[config.mk]
export PLATFORM = sky130hd
export DESIGN_NAME = snd_fifo_flat
export DESIGN_NICKNAME = d
export VERILOG_FILES = /design/src/rtl/snd_pkg.sv /design/src/rtl/snd_fifo_if.sv /design/src/rtl/snd_rate_div.sv /design/src/rtl/snd_fifo.sv /design/src/flat_wrapper.sv
export SDC_FILE = /design/constraint.sdc
export NUM_CORES = 1
export LEC_CHECK = 0
export ABC_AREA = 0
export BUFFER_PORTS_ARGS = -buffer_cell sky130_fd_sc_hd__buf_2
export CAP_MARGIN = 20
export CORE_UTILIZATION = 40
export CTS_BUF_LIST = sky130_fd_sc_hd__clkbuf_4 sky130_fd_sc_hd__clkbuf_8
export CTS_CLUSTER_DIAMETER = 40
export DETAILED_ROUTE_END_ITERATION = 6
export GPL_TIMING_DRIVEN = 0
export PLACE_DENSITY_LB_ADDON = 0.1
export SLEW_MARGIN = 25
export SYNTH_ARGS = -nofsm -noshare
export SYNTH_HDL_FRONTEND = slang
export SYNTH_SLANG_ARGS = --single-unit
[constraint.sdc]
create_clock -name clk32 -period 2.8 [get_ports clk32]
set_clock_uncertainty 0.05 [all_clocks]
set_input_delay 0.14 -clock clk32 [delete_from_list [all_inputs] [get_ports clk32]]
set_output_delay 0.14 -clock clk32 [all_outputs]
set_load 0.05 [all_outputs]
[src/rtl/snd_pkg.sv]
// Shared sound-path types: sample-rate select and divider base period.
// Rate code n selects DIV_BASE << (3 - n) clk32 cycles per sample.
package snd_pkg;

    localparam int unsigned DIV_BASE_DEF = 640;

    typedef enum logic [1:0] {
        RATE_6K  = 2'd0,
        RATE_12K = 2'd1,
        RATE_25K = 2'd2,
        RATE_50K = 2'd3
    } rate_e;

    function automatic int unsigned rate_period(rate_e r, int unsigned base);
        int unsigned p;
        p = base;
        unique case (r)
            RATE_6K:  p = base * 8;
            RATE_12K: p = base * 4;
            RATE_25K: p = base * 2;
            RATE_50K: p = base;
        endcase
        return p;
    endfunction

endpackage

[src/rtl/snd_fifo_if.sv]
// MCU-to-sound bus: DMA load strobe/data, rate/mode controls, samples and flags.
// master = MCU/bench side, slave = snd_fifo.
interface snd_fifo_if;
    logic        sndon;
    logic        sload_n;
    logic [15:0] din;
    logic [1:0]  rate;
    logic        mono;
    logic        sreq;
    logic [7:0]  left;
    logic [7:0]  right;
    logic        underrun;
    logic        overflow;

    modport master (
        output sndon, sload_n, din, rate, mono,
        input  sreq, left, right, underrun, overflow
    );

    modport slave (
        input  sndon, sload_n, din, rate, mono,
        output sreq, left, right, underrun, overflow
    );
endinterface

[src/rtl/snd_rate_div.sv]
// Sample-rate divider: reloads period-1 from the current rate, ticks at zero.
// First cycle after clear only arms the counter, so the first tick is a full period out.
module snd_rate_div
    import snd_pkg::*;
#(
    parameter int unsigned DIV_BASE = DIV_BASE_DEF
) (
    input  logic  clk32,
    input  logic  porb,
    input  logic  clear,
    input  rate_e rate,
    output logic  tick
);

    localparam int CW = $clog2(DIV_BASE * 8);

    logic [CW-1:0] r_cnt;
    logic          r_run;
    logic [CW-1:0] w_reload;

    assign w_reload = CW'(rate_period(rate, DIV_BASE) - 1);
    assign tick     = r_run && (r_cnt == '0);

    always_ff @(posedge clk32) begin
        if (!porb || clear) begin
            r_cnt <= '0;
            r_run <= 1'b0;
        end else if (!r_run || tick) begin
            r_cnt <= w_reload;
            r_run <= 1'b1;
        end else begin
            r_cnt <= r_cnt - 1'b1;
        end
    end

endmodule

[src/rtl/snd_fifo.sv]
// Sound DMA FIFO: edge-detected word loads, rate-paced sample output, sticky flags.
// Define SND_FIFO_MONO_EN to enable mono (one byte per sample) playback.
module snd_fifo
    import snd_pkg::*;
#(
    parameter int          FIFO_DEPTH = 4,
    parameter int unsigned DIV_BASE   = DIV_BASE_DEF
) (
    input logic       clk32,
    input logic       porb,
    snd_fifo_if.slave bus
);

    localparam int           AW   = $clog2(FIFO_DEPTH);
    localparam logic [AW:0]  FULL = (AW + 1)'(FIFO_DEPTH);
    localparam logic [AW:0]  HALF = (AW + 1)'(FIFO_DEPTH / 2);

    logic [15:0]   r_mem [FIFO_DEPTH];
    logic [AW-1:0] r_wr;
    logic [AW-1:0] r_rd;
    logic [AW:0]   r_count;
    logic          r_sload_q;
    logic          r_sndon_q;
    logic          r_sreq;
    logic          r_under;
    logic          r_over;
    logic [7:0]    r_left;
    logic [7:0]    r_right;

    logic          w_tick;
    logic          w_load;
    logic          w_rise;
    logic          w_empty;
    logic          w_full;
    logic          w_pop;
    logic          w_push;
    logic          w_emit;
    logic [15:0]   w_head;
    logic [7:0]    w_l;
    logic [7:0]    w_r;

`ifdef SND_FIFO_MONO_EN
    logic          r_phase;
`endif

    snd_rate_div #(
        .DIV_BASE (DIV_BASE)
    ) u_div (
        .clk32 (clk32),
        .porb  (porb),
        .clear (~bus.sndon),
        .rate  (rate_e'(bus.rate)),
        .tick  (w_tick)
    );

    assign w_load  = bus.sndon & r_sload_q & ~bus.sload_n;
    assign w_rise  = bus.sndon & ~r_sndon_q;
    assign w_empty = (r_count == '0);
    assign w_full  = (r_count == FULL);
    assign w_head  = r_mem[r_rd];
    assign w_emit  = w_tick & ~w_empty;

`ifdef SND_FIFO_MONO_EN
    // mono holds the word until its low byte has played
    assign w_pop = w_emit & (r_phase | ~bus.mono);
`else
    assign w_pop = w_emit;
`endif

    // popping first makes room, so a full FIFO still takes a coincident load
    assign w_push = w_load & (~w_full | w_pop);

    always_comb begin
        w_l = w_head[15:8];
        w_r = w_head[7:0];
`ifdef SND_FIFO_MONO_EN
        if (bus.mono) begin
            if (r_phase) begin
                w_l = w_head[7:0];
                w_r = w_head[7:0];
            end else begin
                w_l = w_head[15:8];
                w_r = w_head[15:8];
            end
        end
`endif
    end

    always_ff @(posedge clk32) begin
        if (porb && w_push) begin
            r_mem[r_wr] <= bus.din;
        end
    end

    always_ff @(posedge clk32) begin
        if (!porb) begin
            r_wr      <= '0;
            r_rd      <= '0;
            r_count   <= '0;
            r_sload_q <= 1'b1;
            r_sndon_q <= 1'b0;
            r_sreq    <= 1'b0;
            r_under   <= 1'b0;
            r_over    <= 1'b0;
            r_left    <= '0;
            r_right   <= '0;
        end else begin
            r_sload_q <= bus.sload_n;
            r_sndon_q <= bus.sndon;
            if (!bus.sndon) begin
                r_wr    <= '0;
                r_rd    <= '0;
                r_count <= '0;
                r_sreq  <= 1'b0;
                r_left  <= '0;
                r_right <= '0;
            end else begin
                if (w_push) begin
                    r_wr <= r_wr + 1'b1;
                end
                if (w_pop) begin
                    r_rd <= r_rd + 1'b1;
                end
                unique case ({w_push, w_pop})
                    2'b10:   r_count <= r_count + 1'b1;
                    2'b01:   r_count <= r_count - 1'b1;
                    default: r_count <= r_count;
                endcase
                if (w_emit) begin
                    r_left  <= w_l;
                    r_right <= w_r;
                end
                r_sreq <= (r_count <= HALF);
            end
            if (w_rise) begin
                r_under <= 1'b0;
                r_over  <= 1'b0;
            end else begin
                if (w_tick && w_empty) begin
                    r_under <= 1'b1;
                end
                if (w_load && w_full && !w_pop) begin
                    r_over <= 1'b1;
                end
            end
        end
    end

`ifdef SND_FIFO_MONO_EN
    always_ff @(posedge clk32) begin
        if (!porb || !bus.sndon) begin
            r_phase <= 1'b0;
        end else if (w_emit) begin
            r_phase <= bus.mono & ~r_phase;
        end
    end
`endif

    assign bus.sreq     = r_sreq;
    assign bus.left     = r_left;
    assign bus.right    = r_right;
    assign bus.underrun = r_under;
    assign bus.overflow = r_over;

endmodule
[src/flat_wrapper.sv]
// flat-port wrapper written by rule: the top's interface ports become plain ports
module snd_fifo_flat import snd_pkg::*;
#(
    parameter int          FIFO_DEPTH = 4,
    parameter int unsigned DIV_BASE   = DIV_BASE_DEF
)
  (clk32, porb, bus_sndon, bus_sload_n, bus_din, bus_rate, bus_mono, bus_sreq, bus_left, bus_right, bus_underrun, bus_overflow);
  snd_fifo_if bus_i ();
  input logic clk32;
  input logic porb;
  input wire logic [$bits(bus_i.sndon)-1:0] bus_sndon;
  input wire logic [$bits(bus_i.sload_n)-1:0] bus_sload_n;
  input wire logic [$bits(bus_i.din)-1:0] bus_din;
  input wire logic [$bits(bus_i.rate)-1:0] bus_rate;
  input wire logic [$bits(bus_i.mono)-1:0] bus_mono;
  output wire logic [$bits(bus_i.sreq)-1:0] bus_sreq;
  output wire logic [$bits(bus_i.left)-1:0] bus_left;
  output wire logic [$bits(bus_i.right)-1:0] bus_right;
  output wire logic [$bits(bus_i.underrun)-1:0] bus_underrun;
  output wire logic [$bits(bus_i.overflow)-1:0] bus_overflow;
  assign bus_i.sndon = bus_sndon;
  assign bus_i.sload_n = bus_sload_n;
  assign bus_i.din = bus_din;
  assign bus_i.rate = bus_rate;
  assign bus_i.mono = bus_mono;
  assign bus_sreq = bus_i.sreq;
  assign bus_left = bus_i.left;
  assign bus_right = bus_i.right;
  assign bus_underrun = bus_i.underrun;
  assign bus_overflow = bus_i.overflow;
  snd_fifo #(.FIFO_DEPTH(FIFO_DEPTH), .DIV_BASE(DIV_BASE)) u_core (.clk32(clk32), .porb(porb), .bus(bus_i));
endmodule
==> impl_metrics.env <==
export IMPL_critPathMostFrequentCell="nand2_1"
export IMPL_crit_type="reg -> reg"
export IMPL_grt_busiest_layer="met2"
export IMPL_arrival_ns=2.86
export IMPL_syn_to_final_growth_pct=17.5
export IMPL_clock_sinks=106
export IMPL_globalRouteOverflowTotal=0
export IMPL_place_gp_congestion=0.833
export IMPL_ys_types=54
export IMPL_synth_edf_count=64
export IMPL_vdd_drop_max_v=0.000487
export IMPL_vias_per_cell=5.23
export IMPL_die_area_um2=11400
export IMPL_start_util_pct=42.0
export IMPL_yosys_warnings=0
export IMPL_postSynth_asyncResetShare_pct=0
export IMPL_die_h_um=107
export IMPL_antenna_found_initial=0
export IMPL_slowest_delay_ns=0.67
export IMPL_core_um2=10500
export IMPL_cts_tree="built"
export IMPL_num_antenna_cells=0
export IMPL_nets=437
export IMPL_syn_inst=336
export IMPL_p_per_area_nw_per_um2=542
export IMPL_path_buf_inv=0
export IMPL_path_delay_family="simple AND/OR/NAND/NOR gates"
export IMPL_drive_above_1_share_pct=24.9
export IMPL_portBuffers=40
export IMPL_first_iter_violations=135
export IMPL_antenna_left=0
export IMPL_htree_levels=3
export IMPL_hold_class="in -> reg"
export IMPL_crit_chain="nor3_4, nand2_1, or4b_2, fa_1, nor2_1, nand2_1, a21o_1, a31oi_1"
export IMPL_grt_use_total_pct=17.1
export IMPL_grt_pass1_vias=2821
export IMPL_max_freq_mhz=381
export IMPL_period_share_pct=93.8
export IMPL_post_route_drc_count=0
export IMPL_synth_nets=365
export IMPL_whs_ns=0.0630
export IMPL_synth_area_leaders="edfxtp_1 (44%), dfxtp_1 (19%), mux4_2 (8.2%)"
export IMPL_clkLatencyLatePin_ns=0.38
export IMPL_path_clk_slew_ns=0.11
export IMPL_seqCellArea_um2=2760
export IMPL_wl_um=9050
export IMPL_cp_required_ns=3.04
export IMPL_synth_area_um2=4410
export IMPL_die_width_um=107
export IMPL_tightestPinTransition_ns=0.702
export IMPL_clock_path_buffers=2
export IMPL_std_cell_rows=37
export IMPL_leakagePower_uw=0.00180
export IMPL_multi_input_area_um2=1550
export IMPL_grt_max_degree=20
export IMPL_drv_slew=0
export IMPL_cp_start_kind="flop"
export IMPL_grt_use_met2_pct=28.1
export IMPL_fin_crit_ns=2.63
export IMPL_tns_ns=0
export IMPL_critPathCaptureType="flop"
export IMPL_final_hold_violation_count=0
export IMPL_slowest_stage="or4b_2"
export IMPL_utilization_pct=49.3
export IMPL_ctsRootBufferMaster="clkbuf_8"
export IMPL_cts_made_buffers=9
export IMPL_crit_path_max_fanout=5
export IMPL_synth_top_area_share_pct=43.6
export IMPL_use_met1_pct=22.7
export IMPL_rsz0062_at_grt="no"
export IMPL_relSlewSlack_pct=53.2
export IMPL_ys_flop_type="edfxtp_1"
export IMPL_synth_largest_area_cell="edfxtp_1"
export IMPL_avgSynthCellArea_um2=13.1
export IMPL_synth_seq_cells=106
export IMPL_grt_use_met3_pct=3.71
export IMPL_hpwl_um=5880
export IMPL_yosysSeqAreaShare_pct=62.7
export IMPL_avgRoutedWirePerCell_um=16.5
export IMPL_grt_pass1_wl_um=14700
export IMPL_detail_route_first_pass_iterations=4
export IMPL_num_vias=2873
export IMPL_setup_violations=0
export IMPL_ios=42
export IMPL_status="completed"
export IMPL_drv_cap=0
export IMPL_fillers=952
flip-flops by register name, summed over array words and instances, names as in the netlist:
name / cells
u_core.u_div.r_cnt: 13
u_core.r_count: 3
u_core.r_sndon_q: 1
u_core.u_div.r_run: 1
u_core.bus.overflow: 1
u_core.bus.sreq: 1
u_core.r_wr: 2
u_core.r_mem: 64
u_core.bus.underrun: 1
u_core.r_sload_q: 1
u_core.r_rd: 2
u_core.bus.left: 8
u_core.bus.right: 8
layout make-up:
class / count / area share, %
inverter: 8 / 0.580
sequential: 106 / 53.3
timing repair buffer: 61 / 7.78
tap: 136 / 3.29
buffer: 16 / 1.50
clock inverter: 7 / 1.21
clock buffer: 9 / 2.39
multi-input combinational: 206 / 29.9
where the power goes:
part | switching, µW | internal [µW] | total, µW
Clock | 542 | 342 | 884
Combinational | 125 | 99.1 | 224
Sequential | 25.9 | 1670 | 1700
cells in the mapped netlist (3+ instances only):
| library cell | count |
|---|---|
| a31oi_1 | 6 |
| nor2_1 | 24 |
| buf_2 | 8 |
| nand3_1 | 3 |
| a21oi_1 | 25 |
| nand2_1 | 54 |
| ha_1 | 5 |
| xnor2_1 | 6 |
| and3_1 | 6 |
| inv_1 | 8 |
| nand4_1 | 3 |
| mux4_2 | 16 |
| dfxtp_1 | 42 |
| xor2_1 | 4 |
| clkbuf_1 | 7 |
| edfxtp_1 | 64 |
| o21ai_0 | 4 |
| nand2b_1 | 3 |
| a21o_1 | 3 |
| nor3_1 | 3 |
worst register-to-register path: cells and delay by family, from the launching register on:
kind                       cells  cell delay (ns)
AOI/OAI and AO/OA              2             0.30
DFF                            1             0.39
adders and majority gates      1             0.43
and+or+nand+nor                5             1.38
per-stage QoR:
step	instances	instance area (µm²)	total power (µW)	setup slack, ns
finish	549	5180	2810	0.174
detailed placement	512	4780	1930	0.00539
global route	549	5180	2930	0.0494
floorplan	336	4410	1860	0.393
CTS	546	5150	2830	0.00344
global placement	512	4780	1930	-0.00854
routing by layer:
layer  vias up  routed length (µm)
met5         -                   0
met4         0                 106
met3        10                 272
met2        53                4450
met1      1421                4220
li1       1389                   -
layout by cell type, fill, tap and decap left out, types with 5 or more instances in the layout:
cell type,instances
a21oi_1,25
a31oi_1,6
buf_2,48
clkbuf_1,7
clkbuf_8,9
dfxtp_1,42
dlygate4sd3_1,18
edfxtp_1,64
ha_1,5
inv_1,8
mux4_2,16
nand2_1,54
nor2_1,24
xnor2_1,6
kinds of logic (layout without fill, tap and decap cells):
logic type,count (synthesis),in the layout,share of synthesized area [%]
buffers and inverters,24,101,2.44
flip-flops,106,106,62.7
XOR/XNOR,10,10,1.99
AND/OR/NAND/NOR,118,118,14.4
multiplexers,18,18,8.63
AO/OA/AOI/OAI,54,54,8.06
adder cells (fa/ha/maj),6,6,1.87
final timing paths:
check,start,slack [ns],cells after the start,end
min,porb,0.06,3,u_core.bus.underrun
max reg2reg,u_core.u_div.r_cnt[6],0.17,8,u_core.r_count[2]
min reg2reg,u_core.bus.right[0],0.40,2,u_core.bus.right[0]
max,u_core.u_div.r_cnt[6],0.17,8,u_core.r_count[2]
timing repair:
| item | 4_1_cts | 5_1_grt |
|---|---|---|
| buffers inserted | 0 | 3 |
| pin swaps | 0 | 2 |
| endpoints found under the setup margin | 27 | 33 |
| resized for setup | 2 | 3 |
| hold buffers | 18 | 0 |
| endpoints found under the hold margin | 65 | 0 |
Note: power is estimated with default switching activity, not from simulation.
